[src/rtl/reg_fifo.sv]
// rtl/reg_fifo.sv - register-based first-word-fall-through FIFO
module reg_fifo #(
    parameter int WIDTH = 32,
    parameter int DEPTH = 8
) (
    input  logic                       clk,
    input  logic                       clr,
    input  logic [WIDTH-1:0]           Din,
    input  logic                       wr_en,
    input  logic                       rd_en,
    output logic [WIDTH-1:0]           Qout,
    output logic                       full,
    output logic                       empty,
    output logic [$clog2(DEPTH):0]     count,
    output logic                       ovf,
    output logic                       unf
);

    localparam int AW = $clog2(DEPTH);
    localparam int CW = AW + 1;
    localparam logic [CW-1:0] FULL_CNT = CW'(DEPTH);

    logic [WIDTH-1:0] mem_q [DEPTH];
    logic [AW-1:0]    wp_q, rp_q;
    logic [CW-1:0]    count_q, count_d;
    logic             ovf_q, unf_q;
    logic             push, pop;

    assign full  = (count_q == FULL_CNT);
    assign empty = (count_q == '0);
    assign count = count_q;
    assign ovf   = ovf_q;
    assign unf   = unf_q;
    assign Qout  = empty ? '0 : mem_q[rp_q];

    // A pop frees the head slot in the same edge, so a full FIFO may still push.
    assign push = wr_en && (!full || rd_en);
    assign pop  = rd_en && !empty;

    always_comb begin
        count_d = count_q;
        case ({push, pop})
            2'b10:   count_d = count_q + 1'b1;
            2'b01:   count_d = count_q - 1'b1;
            default: count_d = count_q;
        endcase
    end

    always_ff @(posedge clk) begin
        if (clr) begin
            for (int i = 0; i < DEPTH; i++) begin
                mem_q[i] <= '0;
            end
            wp_q    <= '0;
            rp_q    <= '0;
            count_q <= '0;
            ovf_q   <= 1'b0;
            unf_q   <= 1'b0;
        end else begin
            if (push) begin
                mem_q[wp_q] <= Din;
                wp_q        <= wp_q + 1'b1;
            end
            if (pop) begin
                rp_q <= rp_q + 1'b1;
            end
            count_q <= count_d;
            ovf_q   <= wr_en && !push;
            unf_q   <= rd_en && !pop;
        end
    end

endmodule

[config.mk]
export PLATFORM = sky130hd
export DESIGN_NAME = reg_fifo
export DESIGN_NICKNAME = d
export VERILOG_FILES = /design/src/rtl/reg_fifo.sv
export SDC_FILE = /design/constraint.sdc
export NUM_CORES = 1
export LEC_CHECK = 0
export BUFFER_PORTS_ARGS = -buffer_cell sky130_fd_sc_hd__buf_2
export CAP_MARGIN = 10
export CORE_ASPECT_RATIO = 1.2
export CORE_UTILIZATION = 45
export CTS_BUF_LIST = sky130_fd_sc_hd__clkbuf_2 sky130_fd_sc_hd__clkbuf_4 sky130_fd_sc_hd__clkbuf_8
export DETAILED_ROUTE_END_ITERATION = 8
export PLACE_DENSITY = 0.68
export SLEW_MARGIN = 25
export SYNTH_ARGS = -nofsm -noshare
export SYNTH_HDL_FRONTEND = slang
export SYNTH_SLANG_ARGS = --single-unit
[constraint.sdc]
create_clock -name clk -period 3.1 [get_ports clk]
set_input_delay 0.62 -clock clk [delete_from_list [all_inputs] [get_ports clk]]
set_output_delay 0.62 -clock clk [all_outputs]
set_load 0.02 [all_outputs]
# Word level (Yosys, flattened, before mapping)
# Memory sizes are Yosys's and may differ from the RTL's. A register that Yosys moved wholly into a read port is not among the register bits.
# Cells that the tools add are included.
[totals]
ff_bits = 12
ramBits = 256
inputBits = 36
elab_cells = 37
memories = 1
[mem_list]
columns = ["name", "words", "width", "rd", "rd_clocked_by_memory_dff", "write_ports", "line_no", "rtl"]
rows = [
  ["mem_q", 8, 32, 1, 1, 8, "23", "logic [WIDTH-1:0] mem_q [DEPTH];"],
]
[op_classes]
addsub = 4
n_eq_ne = 3
muxes = 12
n_reduce_logical = 12
[ops]
columns = ["operator", "count"]
rows = [
  ["$mux 32", 2],
  ["$reduce_or 32->1", 1],
  ["$mux 3", 3],
  ["$pmux 4 s2", 1],
  ["$add 3x1->3 const B", 2],
  ["$mux 1", 6],
  ["$add 4x1->4 const B", 1],
  ["$eq 4x4->1 const B", 1],
  ["$logic_and 1x1->1", 4],
  ["$logic_not 1->1", 4],
  ["$logic_not 4->1", 1],
  ["$sub 4x1->4 const B", 1],
  ["$eq 2x1->1 const B", 1],
  ["$eq 2x2->1 const B", 1],
  ["$reduce_bool 2->1", 1],
  ["$logic_or 1x1->1", 1],
]

# Logic depth before layout (Yosys ltp)
# Gate-level depths: netlist of the first run.
[logic_depth]
depth_word = 9
ltp_mapped = 12
mapped_depth_nobuf = 10

# Worst setup path before layout of the first run
# OpenSTA, ideal clock, no wires.
[synth_timing]
path_type = "flip-flop to flip-flop"
from = "register count_q[1], in the netlist count[1]"
to = "memory mem_q[3][0], enable pin"
t_arrival_ns = 2.599
path_slack_ns = 0.073
path_stages_with_launch = 7
n_path_buf = 2
cell_sequence = "dfxtp_1 -> buf_6 -> or4b_4 -> o21a_1 -> buf_6 -> nand2_1 -> o21bai_1"
[synth_rtl]
columns = ["item", "line_no", "rtl"]
rows = [
  ["start, declared", "25", "logic [CW-1:0] count_q, count_d;"],
  ["start signal, assigned", "67", "count_q <= count_d;"],
  ["end, declared", "23", ""],
]

# Worst setup path in the final report of the first run
[layout_timing]
from = "register count_q[1], in the netlist count[1]"
to = "output port Qout[1]"
[layout_between]
elab_chain_len = 2
[layout_rtl]
columns = ["item", "line_no", "rtl"]
rows = [
  ["$logic_not 4->1", "30", "assign empty = (count_q == '0);"],
  ["$mux 32", "34", "assign Qout = empty ? '0 : mem_q[rp_q];"],
  ["end, declared", "11", "output logic [WIDTH-1:0] Qout,"],
]
# No other way between the ends.

==> results.py, run 1 <==
metrics = {
    "drt": {
        "vias": 6960,
        "wirelength_mm": 27.8,
        "drtPass1Iterations": 5,
        "drc_errors": 0,
        "wl_per_cell_um": 21.8,
        "drt_iter0_markers": 502,
        "ant_nets": 0,
        "vias_per_cell": 5.45,
    },
    "pwr": {
        "ir_worst_vdd_uv": 281,
        "p_leak_nw": 4.93,
        "power_density_mw_per_mm2": 693,
    },
    "yosys": {
        "yosysUniqueCellTypes": 39,
        "synth_nets": 858,
        "ys.warnings.count": 0,
        "ys_seq_area_share_pct": 66.0,
        "ys_ff_latch": 271,
        "syn_avg_cell_area_sq_um": 14.8,
        "netlist_instances": 817,
        "syn_area_sq_mm": 0.0121,
    },
    "floorplan": {
        "chipWidth_um": 152,
        "core-area_sq_mm": 0.0264,
        "initial_core_util_pct": 45.9,
        "dieArea_sq_mm": 0.0275,
        "die_y_um": 182,
        "io_pins": 76,
        "rows": 65,
    },
    "timing": {
        "whs_ns": 0.324,
        "grt_setup_unrepaired": "no",
        "slew-limit-headroom_pct": 35.5,
        "fin_crit_ns": 2.85,
        "fmax_ghz": 0.351,
        "final.period_utilization_pct": 92.0,
        "fin_tns_setup_ns": 0,
        "finalClockSkew_ns": 0.00899,
        "setup_violations": 0,
        "tightest_slew_ns": 0.967,
        "hold_viol": 0,
        "fin_ws_ns": 0.248,
        "drv_slew": 0,
    },
    "global_route": {
        "antenna_found_initial": 1,
        "overflow": 0,
        "grt_pass1_vias": 7410,
        "grt_max_degree": 65,
        "grt_use_total_pct": 21.2,
        "grt_pass1_wl_mm": 42.7,
    },
    "final_layout": {
        "area_growth_pct": 14.5,
        "drive_above_1_share_pct": 27.8,
        "final_cell_mix": "edfxtp_1 (256), nor2_1 (160), and2_1 (129)",
        "post-route-cell-area_sq_mm": 0.0138,
        "instances_no_fill": 1276,
        "final_common_cell": "edfxtp_1",
        "finish.net_count": 951,
    },
    "clocking": {
        "numCtsBuffers": 41,
        "insertion_delay_ns": 0.54,
        "cts_buffer_depth": 3,
        "tritoncts": "done",
        "clock-sinks": 271,
        "cts_htree_levels": 2,
        "root_buffer": "clkbuf_8",
        "cts.clk_slew.worst_paths_ns": 0.06,
    },
    "critical_path": {
        "crit_type": "flip-flop to output pin",
        "r2r_start": "count[1]",
        "crit_path_start": "count[1]",
        "cp.required_ns": 2.48,
        "crit_arrival_ns": 2.23,
        "path_max_fanout": 16,
        "cp-start-kind": "flip-flop",
        "reg2regPathDepth": 10,
        "crit_path_end_kind": "output pin",
    },
    "status": {
        "run_status": "finished, final reports clean",
    },
    "hold_path": {
        "min_from": "rd_en",
        "min_path_type": "input port to flip-flop",
        "hold_path_depth": 2,
    },
    "placement": {
        "placed_cells": 1199,
        "placed_area_sq_mm": 0.0130,
        "dp_hpwl_mm": 16.0,
        "io_buffers": 75,
        "routabilityCongestion": 0.761,
        "place_ws_ns": 0.247,
    },
    "job": {
        "drv_cap": 0,
    },
}
==> registers in the layout, indices dropped and copies added, names as in the netlist, named ones only <==
register / cells
ovf: 1
count: 4
unf: 1
wp_q: 3
mem_q: 256
rp_q: 3
==> cell families (layout without fill, tap and decap cells) <==
kind of cell	count (synthesis)	count (layout)	share of synthesized area, %
AOI/OAI and AO/OA	13	13	0.703
xor gates and xnor gates	7	7	0.507
adders and majority gates	5	5	0.517
buffers and inverters	61	184	2.51
DFF	271	271	66.0
muxes	98	98	14.7
other	0	1	0
and+or+nand+nor	362	362	15.0
==> metrics by stage <==
step / utilization, % / power (mW)
floorplan: - / 6.02
global placement: 49.5 / 6.83
detailed placement: 49.5 / 6.86
CTS: 52.4 / 9.68
global route: 52.5 / 10.0
finish: 52.5 / 9.60
==> power by group <==
| part | internal [mW] | switching (mW) | total [mW] |
|---|---|---|---|
| logic | 1.00 | 1.39 | 2.40 |
| registers | 4.24 | 0.114 | 4.36 |
| clock network | 1.50 | 1.34 | 2.84 |
| total | 6.74 | 2.85 | 9.60 |
==> Yosys cell counts (all sizes together) <==
cell type,instances,area (sq um)
or4b,1,13.8
nand4b,1,8.76
mux4,64,1440
nor2,170,663
nand3,3,15.0
a21oi,3,15.0
inv,3,16.3
edfxtp,256,7690
nor4b,3,32.5
nor4bb,1,10.0
xor2,5,43.8
or4,1,7.51
a31o,1,8.76
o21a,1,7.51
and2,129,807
xnor2,2,17.5
buf,30,183
a211o,1,8.76
o211ai,1,7.51
mux2i,34,340
nand2,38,143
o21bai,3,22.5
or2,5,31.3
or3,1,6.26
o21ai,3,15.0
nand2b,3,18.8
nor3b,1,7.51
clkbuf,28,105
nor2b,2,12.5
dfxtp,15,300
nor4,3,37.5
ha,5,62.6
==> worst max-delay path, cell delays in order, from the launching register on <==
cell and delay [ns]:
dfxtp_1 0.39, or4_1 0.61, inv_1 0.14, buf_4 0.27
nor2_1 0.10, buf_2 0.17
==> area by class of cell <==
| cell class | count | area [sq um] |
|---|---|---|
| sequential | 271 | 7990 |
| multi-input combinational | 485 | 3880 |
| fill | 2263 | 12500 |
| tap | 335 | 419 |
| antenna | 1 | 2.50 |
| inverter | 3 | 16.3 |
| clock inverter | 19 | 109 |
| clock buffer | 54 | 674 |
| timing repair buffer | 108 | 748 |
==> per-layer routing <==
metal,part of all wire (%),track usage [%],vias to the layer above
met5,0,0,-
li1,-,-,3158
met4,2.6,7.01,0
met2,52,37.1,206
met3,5.3,3.24,57
met1,40,26.7,3539
==> path summary, 6_finish.rpt <==
check             end  slack (ns)
min               ovf        0.32
max reg2reg  count[2]        0.30
min reg2reg  count[3]        0.52
max           Qout[1]        0.25
==> what timing repair did <==
| action | 4_1_cts | 5_1_grt |
|---|---|---|
| setup endpoints to repair | 0 | 17 |
| buffers inserted | 0 | 3 |
| resized for setup | 0 | 1 |
| hold buffers | 0 | 0 |
No activity file was read; power rests on OpenSTA's default activity.
==> inputs of run 2 (changes only) <==
- PLACE_DENSITY: 0.68 -> 0.66
- SETUP_SLACK_MARGIN: unset -> 0.05
- clock period: 3.1 -> 2.7 ns (I/O delays scaled with it)
==> results.py, run 2 (synthesis gave the netlist of run 1 again) <==
metrics = {
    "floorplan": {
        "dieArea_sq_mm": 0.0275,
        "initial_core_util_pct": 45.9,
        "core-area_sq_mm": 0.0264,
        "die_y_um": 182,
        "io_pins": 76,
        "chipWidth_um": 152,
        "rows": 65,
    },
    "critical_path": {
        "crit_type": "flip-flop to output pin",
        "slowest_stage": "mux4_2",
        "cpPeakStageDelay_ns": 0.50,
        "crit_arrival_ns": 2.12,
        "critPathBufInv": 3,
        "cp-start-kind": "flip-flop",
        "crit_path_end_kind": "output pin",
        "path_max_fanout": 6,
        "critical_path.cell_chain": "buf_6 > clkbuf_16 > mux4_2 > mux2i_1 > nor2_1 > buf_4",
        "cp.required_ns": 2.16,
        "critical-path-top-delay-family": "multiplexers",
    },
    "placement": {
        "io_buffers": 75,
        "place_ws_ns": 0.234,
        "placed_area_sq_mm": 0.0131,
        "routabilityCongestion": 0.742,
        "placed_cells": 1207,
        "dp_hpwl_mm": 16.3,
    },
    "drt": {
        "vias": 7019,
        "drt_iter0_markers": 606,
        "vias_per_cell": 5.42,
        "ant_nets": 0,
        "wl_per_cell_um": 22.4,
        "wirelength_mm": 29.0,
        "drc_errors": 0,
        "drtPass1Iterations": 6,
    },
    "final_layout": {
        "num-fill-cells": 2174,
        "final_common_cell": "edfxtp_1",
        "largest_reg_flops": 256,
        "final_cell_mix": "edfxtp_1 (256), nor2_1 (157), and2_1 (129)",
        "top_register": "mem_q",
        "postLayoutCoreUtil_pct": 54.2,
        "post-route-cell-area_sq_mm": 0.0143,
        "finish.net_count": 967,
        "area_growth_pct": 18.0,
        "drive_above_1_share_pct": 30.8,
        "instances_no_fill": 1294,
    },
    "clocking": {
        "clock-sinks": 271,
        "holdBufCountCts": 0,
        "insertion_delay_ns": 0.54,
        "cts_buffer_depth": 3,
        "cts.clk_slew.worst_paths_ns": 0.06,
        "tritoncts": "done",
        "root_buffer": "clkbuf_8",
        "cts_htree_levels": 2,
        "numCtsBuffers": 41,
    },
    "timing": {
        "tightest_slew_ns": 0.583,
        "setup_violations": 0,
        "final.period_utilization_pct": 98.5,
        "hold_viol": 0,
        "grt_setup_unrepaired": "yes",
        "fmax_ghz": 0.376,
        "fin_ws_ns": 0.0413,
        "slew-limit-headroom_pct": 61.1,
        "finalClockSkew_ns": 0.0176,
        "fin_crit_ns": 2.66,
        "drv_slew": 0,
    },
    "status": {
        "run_status": "finished, final reports clean",
    },
    "global_route": {
        "grt_max_degree": 35,
        "antenna_found_initial": 2,
        "overflow": 0,
        "grt_pass1_vias": 7454,
        "grt_pass1_wl_mm": 43.6,
        "grt_use_total_pct": 21.9,
    },
    "hold_path": {
        "min_path_type": "input port to flip-flop",
    },
    "pwr": {
        "ir_worst_vdd_uv": 364,
        "p_leak_nw": 5.11,
        "power_density_mw_per_mm2": 818,
    },
    "job": {
        "drv_cap": 0,
    },
}
-- run 2: cell types whose count changed in the layout (fill, tap and decap cells not counted), moves of 3 or more --
cell / before / now
nor2_2: 10 / 13
buf_6: 0 / 7
nor2_1: 160 / 157
buf_12: 10 / 14
buf_2: 75 / 52
buf_4: 23 / 44
clkbuf_16: 0 / 4
clkinv_2: 3 / 6
mux2i_1: 34 / 29
mux2i_2: 0 / 5
clkinv_1: 13 / 9
-- run 2: power by group --
group,leakage [nW],internal (mW),total [mW],switching [mW]
sequential,2.78,4.87,4.99,0.117
clock,0.435,1.85,3.38,1.53
combinational,1.89,1.53,3.30,1.77
-- run 2: path summary, 6_finish.rpt --
check	startpoint	to	slack [ns]	cells after the start
min	rd_en	ovf	0.25	2
min reg2reg	count[3]	count[3]	0.52	2
max reg2reg	count[2]	count[2]	0.24	10
max	flip-flop	Qout[0]	0.04	6
-- run 2: metrics by stage --
stage	total power, mW	TNS [ns]	hold WS, ns
global placement	7.88	0	0.502
finish	11.7	0	0.246
floorplan	6.92	-30.92	0.485
CTS	11.4	-0.0293	0.218
detailed placement	7.91	0	0.515
global route	12.2	-0.465	0.226
-- run 2: layout make-up --
| class | count | area (sq um) | area share (%) |
|---|---|---|---|
| inverters | 3 | 16.3 | 0.114 |
| multi-input cells | 485 | 3910 | 27.4 |
| repair buffers | 124 | 1110 | 7.76 |
| clock inverters | 18 | 131 | 0.920 |
| flip-flops and latches | 271 | 8000 | 56.0 |
| diodes | 2 | 5.00 | 0.0351 |
| well taps | 335 | 419 | 2.94 |
| clock buffers | 56 | 689 | 4.83 |
-- run 2: layer usage --
layer	up-vias	GRT usage (%)	part of all wire (%)
met5	-	0	0
met4	0	6.46	2.0
met3	48	3.27	5.5
met2	217	38.0	52
met1	3564	28.2	40
li1	3190	-	-
-- run 2: repair_timing --
action / in CTS / in global routing
gates resized for setup: 25 / 29
cloned: 0 / 5
pin swaps: 8 / 3
buffers inserted: 2 / 4
setup endpoints to repair: 32 / 34
